### src/rtl/div_8x4.sv
// Sequential restoring divider: NW-bit dividend / DW-bit divisor -> NW-bit quotient, DW-bit remainder.
// Shares the start/Finish handshake of mult_4x4; divide-by-zero finishes on the capture edge.
module div_8x4 #(
    parameter int unsigned NW = 8,
    parameter int unsigned DW = 4
) (
    input  logic          clk,
    input  logic          reset,
    input  logic          start,
    input  logic [NW-1:0] A,
    input  logic [DW-1:0] B,
    output logic [NW-1:0] Q,
    output logic [DW-1:0] R,
    output logic          Finish,
    output logic          Dz
);

    localparam int unsigned CW = $clog2(NW + 1);

    typedef enum logic [1:0] {
        IDLE,
        CALC,
        DONE
    } state_t;

    state_t        state;
    logic [NW-1:0] dvd;
    logic [NW-1:0] quo;
    logic [DW-1:0] dvs;
    logic [DW:0]   pr;
    logic [CW-1:0] count;

    logic [DW:0]   shifted;
    logic [DW:0]   next_pr;
    logic          q_bit;
    logic [NW-1:0] next_quo;

    // One restoring step: the partial remainder stays below the divisor, so dropping
    // its top bit on the shift loses nothing.
    always_comb begin
        shifted  = (DW + 1)'({pr, dvd[NW-1]});
        q_bit    = (shifted >= {1'b0, dvs});
        next_pr  = q_bit ? (shifted - {1'b0, dvs}) : shifted;
        next_quo = NW'({quo, q_bit});
    end

    always_ff @(posedge clk or posedge reset) begin
        if (reset) begin
            state  <= IDLE;
            dvd    <= '0;
            quo    <= '0;
            dvs    <= '0;
            pr     <= '0;
            count  <= '0;
            Q      <= '0;
            R      <= '0;
            Finish <= 1'b0;
            Dz     <= 1'b0;
        end else begin
            case (state)
                IDLE: begin
                    if (start) begin
                        dvd   <= A;
                        dvs   <= B;
                        pr    <= '0;
                        quo   <= '0;
                        count <= '0;
                        if (B == '0) begin
                            Q      <= '1;
                            R      <= '0;
                            Dz     <= 1'b1;
                            Finish <= 1'b1;
                            state  <= DONE;
                        end else begin
                            state <= CALC;
                        end
                    end
                end
                CALC: begin
                    dvd   <= dvd << 1;
                    pr    <= next_pr;
                    quo   <= next_quo;
                    count <= count + 1'b1;
                    if (count == CW'(NW - 1)) begin
                        Q      <= next_quo;
                        R      <= next_pr[DW-1:0];
                        Dz     <= 1'b0;
                        Finish <= 1'b1;
                        state  <= DONE;
                    end
                end
                DONE: begin
                    if (!start) begin
                        Finish <= 1'b0;
                        state  <= IDLE;
                    end
                end
                default: state <= IDLE;
            endcase
        end
    end

endmodule

### config.mk
export PLATFORM = sky130hd
export DESIGN_NAME = div_8x4
export DESIGN_NICKNAME = d
export VERILOG_FILES = /design/src/rtl/div_8x4.sv
export SDC_FILE = /design/constraint.sdc
export NUM_CORES = 1
export LEC_CHECK = 0
export ABC_AREA = 1
export CAP_MARGIN = 10
export CORE_ASPECT_RATIO = 1.25
export CORE_MARGIN = 8
export CORE_UTILIZATION = 57
export DETAILED_ROUTE_END_ITERATION = 8
export PLACE_DENSITY_LB_ADDON = 0.2
export SYNTH_ARGS = -nofsm -noshare
export SYNTH_HDL_FRONTEND = slang
export SYNTH_SLANG_ARGS = --single-unit
export TNS_END_PERCENT = 50
### constraint.sdc
create_clock -name clk -period 3.2 [get_ports clk]
set_input_delay 0.64 -clock clk [delete_from_list [all_inputs] [get_ports clk]]
set_output_delay 0.64 -clock clk [all_outputs]
set_load 0.01 [all_outputs]
==> results.ini, run 1 <==
[sta]
final_hold_viol_count=0
setup_viol_count_final=0
worst_pin_slew_ns=0.547
relSlewSlack_pct=63.4
finalClockSkew_ns=0.00614
min_period_ns=1.85
fin_crit_sh_pct=57.7
drv_slew=0
fmax_mhz=541
grt_setup_unrepaired=no
setup-tns-final_ns=0

[floorplanning]
start_util_pct=58.7
num_rows=24
core_area_um2=3420
dieArea_um2=5690
die_w_um=69.1
die_h_um=82.4
ios=29

[flow_run]
maxCapViolCount=0

[clock_tree]
insertion_delay_ns=0.29
clockBufferDepth=2
postCtsHoldBufs=0
cts_setup_buffers=0
cts_tree=built
cts_resized=0
numCtsBuffers=5
clock-sinks=43
root_buffer=clkbuf_8
clk_pin_slew_ns=0.08
cts_max_level=2

[placed_design]
dp.cells=289
globalplace.congestion=0.819
portBuffers=28
dp_hpwl_mm=2.72
placed_area_um2=2290

[routing]
ant_nets=0
finalWirelength_mm=3.79
route.detailed.drc=0
dr.pass1.iters=4
drtIter0Drc=70
num_vias=1537
via_per_inst=5.18
wl_per_cell_um=12.8

[setup_path]
timing.rr.start=state[1]
cpPeakStageDelay_ns=0.56
startpoint=Q[6]
critPathTopFamily=buffers and inverters
path_class=reg2out
crit_path_cell_trace=clkdlybuf4s50_1
worstPathArrival_ns=1.21
slowest_stage=clkdlybuf4s50_1
cp-endpoint=Q[6]
r2r_setup_slack_ns=1.38
cp.required_ns=2.56
crit_path_end_kind=output pin
reg2reg_depth=5
cp-start-kind=register
cp.depth=1
cp_num_buf_inv=1
crit_fanout=2
reg2reg_to=count[2]

[synthesis]
synth_seq_cells=43
netlist.area_leader.share_pct=53.5
seq_area_frac_synth_pct=53.5
synth_edf_count=0
yosys-top-cells-count=nand2_1, dfrtp_1, inv_1
synthFlopType=dfrtp_1
syn-instance-count=228
synth_area_um2=2010
synth_area_leaders=dfrtp_1, nand2_1, inv_1
syn_nets=249
synth_cell_type_count=29
synth_most_common_cell=nand2_1
yosysTopAreaCell=dfrtp_1
async_flop_share_pct=100
syn_avg_cell_area_um2=8.81
yosysWarnings=0

[finish]
instances_no_fill=297
design_area_um2=2410
area_growth_pct=19.7
finalCoreUtilization_pct=70.3
fin_nets=278
drive_above_1_share_pct=8.91
n_antenna_cell=0

[global_route]
grt_max_degree=44
grt_use_total_pct=14.7
grt_pass1_vias=1599
grt_pass1_wl_mm=6.87
antenna_found_initial=0
gr-total-overflow=0

[status]
status=complete, no violations

[pwr]
vdd_drop_max_uv=716
power.density_nw_per_um2=1070
p_leak_uw=0.00123

[worst_hold_path]
hold_class=reg2reg

[cell families after synthesis]
group | count (synthesis) | share of synthesized area, %
and+or+nand+nor | 111 | 24.0
xor gates and xnor gates | 1 | 0.436
AOI/OAI and AO/OA | 31 | 9.40
muxes | 1 | 0.498
DFF | 43 | 53.5
buffers and inverters | 35 | 7.97
adders and majority gates | 6 | 4.11
[sequential cells by signal, indices dropped and copies added (netlist names), 2 cells and up]
name / cells
dvs: 4
dvd: 8
state: 2
pr: 4
Q: 8
quo: 7
R: 4
count: 4
[stage by stage]
stage	hold WS, ns	setup WS (ns)	total power (µW)
2_1_floorplan	0.448	1.56	1860
3_3_place_gp	0.454	1.09	2150
3_5_place_dp	0.457	1.06	2190
4_1_cts	0.479	1.32	2610
5_1_grt	0.499	1.21	2840
6_report	0.471	1.35	2590
[cells in the final DEF (no fill, tap or decap), types with 2 or more instances in the layout]
cell             Yosys  layout
o22ai_1              5       5
clkdlybuf4s50_1      0      28
nand2_1             80      80
a22o_1               2       2
inv_1               23      23
nand4_1              6       6
o21ai_0             17      17
nand2_2              3       3
nand3_1             15      15
inv_2                4       4
clkbuf_8             0       5
ha_1                 5       5
nor2_4               2       2
dfrtp_1             43      43
nor2_1               3       3
[area by class of cell]
| class | count | area (µm²) |
|---|---|---|
| Clock buffer | 5 | 68.8 |
| Clock inverter | 3 | 43.8 |
| Fill cell | 278 | 1020 |
| Inverter | 28 | 108 |
| Multi-Input combinational cell | 150 | 773 |
| Sequential cell | 43 | 1080 |
| Tap cell | 39 | 48.8 |
| Timing Repair Buffer | 29 | 288 |
[report_power, final]
part | internal [µW] | total, µW | switching, µW
Clock | 232 | 413 | 181
Combinational | 493 | 1230 | 733
Sequential | 792 | 946 | 155
Total | 1520 | 2590 | 1070
[per-layer routing]
metal | wire, µm | part of all wire [%] | up-vias | GRT usage, %
li1 | - | - | 789 | -
met1 | 1750 | 46 | 702 | 16.3
met2 | 1790 | 47 | 40 | 26.0
met3 | 197 | 5.2 | 6 | 4.78
met4 | 49 | 1.3 | 0 | 5.75
met5 | 0 | 0 | - | 0
[worst min path at each step]
stage | cells past startpoint | start | endpoint | slack (ns)
CTS | 2 | Q[3] | Q[3] | 0.48
global route | 2 | Q[1] | Q[1] | 0.50
detailed placement | 2 | Q[3] | Q[3] | 0.46
floorplan | 2 | quo[6] | quo[6] | 0.45
global placement | 2 | Q[3] | Q[3] | 0.45
finish | 2 | Q[3] | Q[3] | 0.47
No activity file was read; power rests on OpenSTA's default activity.
==> inputs of run 2 (changes only) <==
- CORE_UTILIZATION: 57 -> 53
- clock period: 3.2 -> 1.9 ns (I/O delays scaled with it)
==> run 2 against run 1 <==
Compared with the run above:
- critical endpoint is now R[2]
- final cell count rose by 1.7%
- via count increased by 3.4%
- clock skew fell by 0.00091 ns
- largest power group unchanged
- critical path type is now reg2reg
- sequential power increased by 67%
==> results.ini, run 2 (synthesis results as in run 1) <==
[status]
status=complete, no violations

[sta]
finalClockSkew_ns=0.00523  ; -0.000909 ns
setup-tns-final_ns=0  ; unchanged
worst_pin_slew_ns=0.303  ; -0.245 ns
fin_crit_sh_pct=89.2
whs_ns=0.439  ; -0.0315 ns
setup_viol_count_final=0  ; unchanged
final_hold_viol_count=0  ; unchanged
drv_slew=0  ; unchanged
relSlewSlack_pct=79.8  ; +16 points
fmax_mhz=590
grt_setup_unrepaired=no
min_period_ns=1.70

[floorplanning]
dieArea_um2=6030  ; +5.9%
ios=29  ; unchanged
start_util_pct=54.0  ; -4.7 points
die_h_um=84.8  ; +3.0%
core_area_um2=3720  ; +8.7%
die_w_um=71.1  ; +2.9%
num_rows=25  ; +4.2%

[setup_path]
r2r_setup_slack_ns=0.20  ; -1.18 ns
reg2reg_depth=9  ; +4
reg2reg_to=R[2]
crit_path_cell_trace=ha_1, a21oi_2, nand2_1, nand2_2, nand2_1, nand3_1, nand2_1, nand2_1, nand2_1
path_class=reg2reg
worstPathArrival_ns=1.89  ; +0.68 ns
cp.required_ns=2.09  ; -0.47 ns
crit_fanout=6  ; +4
slowest_stage=dfrtp_1
timing.rr.start=pr[1]
cpMostUsedCell=nand2_1
crit_path_end_kind=register
cpPeakStageDelay_ns=0.42  ; -0.14 ns
cp-endpoint=R[2]
cp-start-kind=register
startpoint=pr[1]

[routing]
ant_nets=0  ; unchanged
dr.pass1.iters=4  ; unchanged
route.detailed.drc=0  ; unchanged
finalWirelength_mm=3.83  ; +1.1%
via_per_inst=5.26  ; +1.7%
wl_per_cell_um=12.7  ; -0.59%
num_vias=1590  ; +3.4%
drtIter0Drc=80  ; +14%

[finish]
drive_above_1_share_pct=10.3  ; +1.4 points
design_area_um2=2450  ; +1.8%
instances_no_fill=302  ; +1.7%
fin_nets=282  ; +1.4%
area_growth_pct=21.9
finalCoreUtilization_pct=65.8  ; -4.5 points
n_antenna_cell=0  ; unchanged
final_common_cell=nand2_1
top_regs=Q (8), dvd (8), quo (7)
layout_common_cells=nand2_1, dfrtp_1, clkdlybuf4s50_1, inv_1, o21ai_0

[clock_tree]
cts_max_level=2  ; unchanged
insertion_delay_ns=0.30  ; about the same
postCtsHoldBufs=0  ; unchanged
cts_setup_buffers=0  ; unchanged
cts_tree=built
root_buffer=clkbuf_8
clock-sinks=43  ; unchanged
clockBufferDepth=2  ; unchanged
clk_pin_slew_ns=0.08  ; about the same
numCtsBuffers=5  ; unchanged
cts_resized=0  ; unchanged

[worst_hold_path]
hold_class=in2async

[global_route]
grt_use_total_pct=14.5  ; -0.24 points
antenna_found_initial=0  ; unchanged
grt_pass1_wl_mm=7.04  ; +2.5%
grt_max_degree=44  ; unchanged
gr-total-overflow=0  ; unchanged
grt_pass1_vias=1632  ; +2.1%

[flow_run]
maxCapViolCount=0  ; unchanged

[pwr]
p_leak_uw=0.00126  ; +2.0%
vdd_drop_max_uv=1070  ; +49%
power.density_nw_per_um2=1800  ; +68%

[placed_design]
dp.cells=294  ; +1.7%
portBuffers=28  ; unchanged
dp_hpwl_mm=2.76  ; +1.3%
globalplace.congestion=0.764  ; -6.8%
placed_area_um2=2340  ; +1.9%

run 2: changes by cell type in the layout (fill, tap and decap cells not counted), sizes merged:
cell,previous run,this run
buf,1,5
run 2: worst max-delay path, delay by kind of cell (launching register included):
family                     cells  cell delay (ns)
and+or+nand+nor                7             0.61
AOI/OAI and AO/OA              1             0.20
adders and majority gates      1             0.36
DFF                            1             0.42
run 2: how the worst min path moves through the flow:
| stage | start | end | cells after the start |
|---|---|---|---|
| 2_1_floorplan | quo[6] | quo[6] | 2 |
| 3_3_place_gp | Q[3] | Q[3] | 2 |
| 3_5_place_dp | Q[3] | Q[3] | 2 |
| 4_1_cts | reset | pr[1] | 3 |
| 5_1_grt | reset | pr[1] | 3 |
| 6_report | reset | pr[1] | 3 |
run 2: layout make-up:
| type | count | area [µm²] |
|---|---|---|
| tap | 40 | 50.0 |
| sequential | 43 | 1080 |
| clock buffer | 5 | 68.8 |
| inverter | 28 | 108 |
| timing repair buffer | 33 | 330 |
| multi-input combinational | 150 | 773 |
| fill | 307 | 1270 |
| clock inverter | 3 | 43.8 |
run 2: power by group:
| group | internal (µW) | switching, µW |
|---|---|---|
| clock network | 391 | 316 |
| logic | 886 | 1250 |
| registers | 1330 | 248 |
| total | 2610 | 1810 |
run 2: routing by layer:
metal / GRT usage [%] / share of wire, %
met5: 0 / 0
met3: 4.25 / 4.6
met4: 6.64 / 1.9
met1: 16.0 / 43
met2: 24.9 / 50
run 2: per-stage QoR:
stage                     setup slack [ns]  total power, µW
after floorplan                      0.403             3130
after global placement               0.140             3700
final                                0.204             4420
after CTS                            0.200             4470
after detailed placement             0.104             3750
after global routing                0.0178             4860
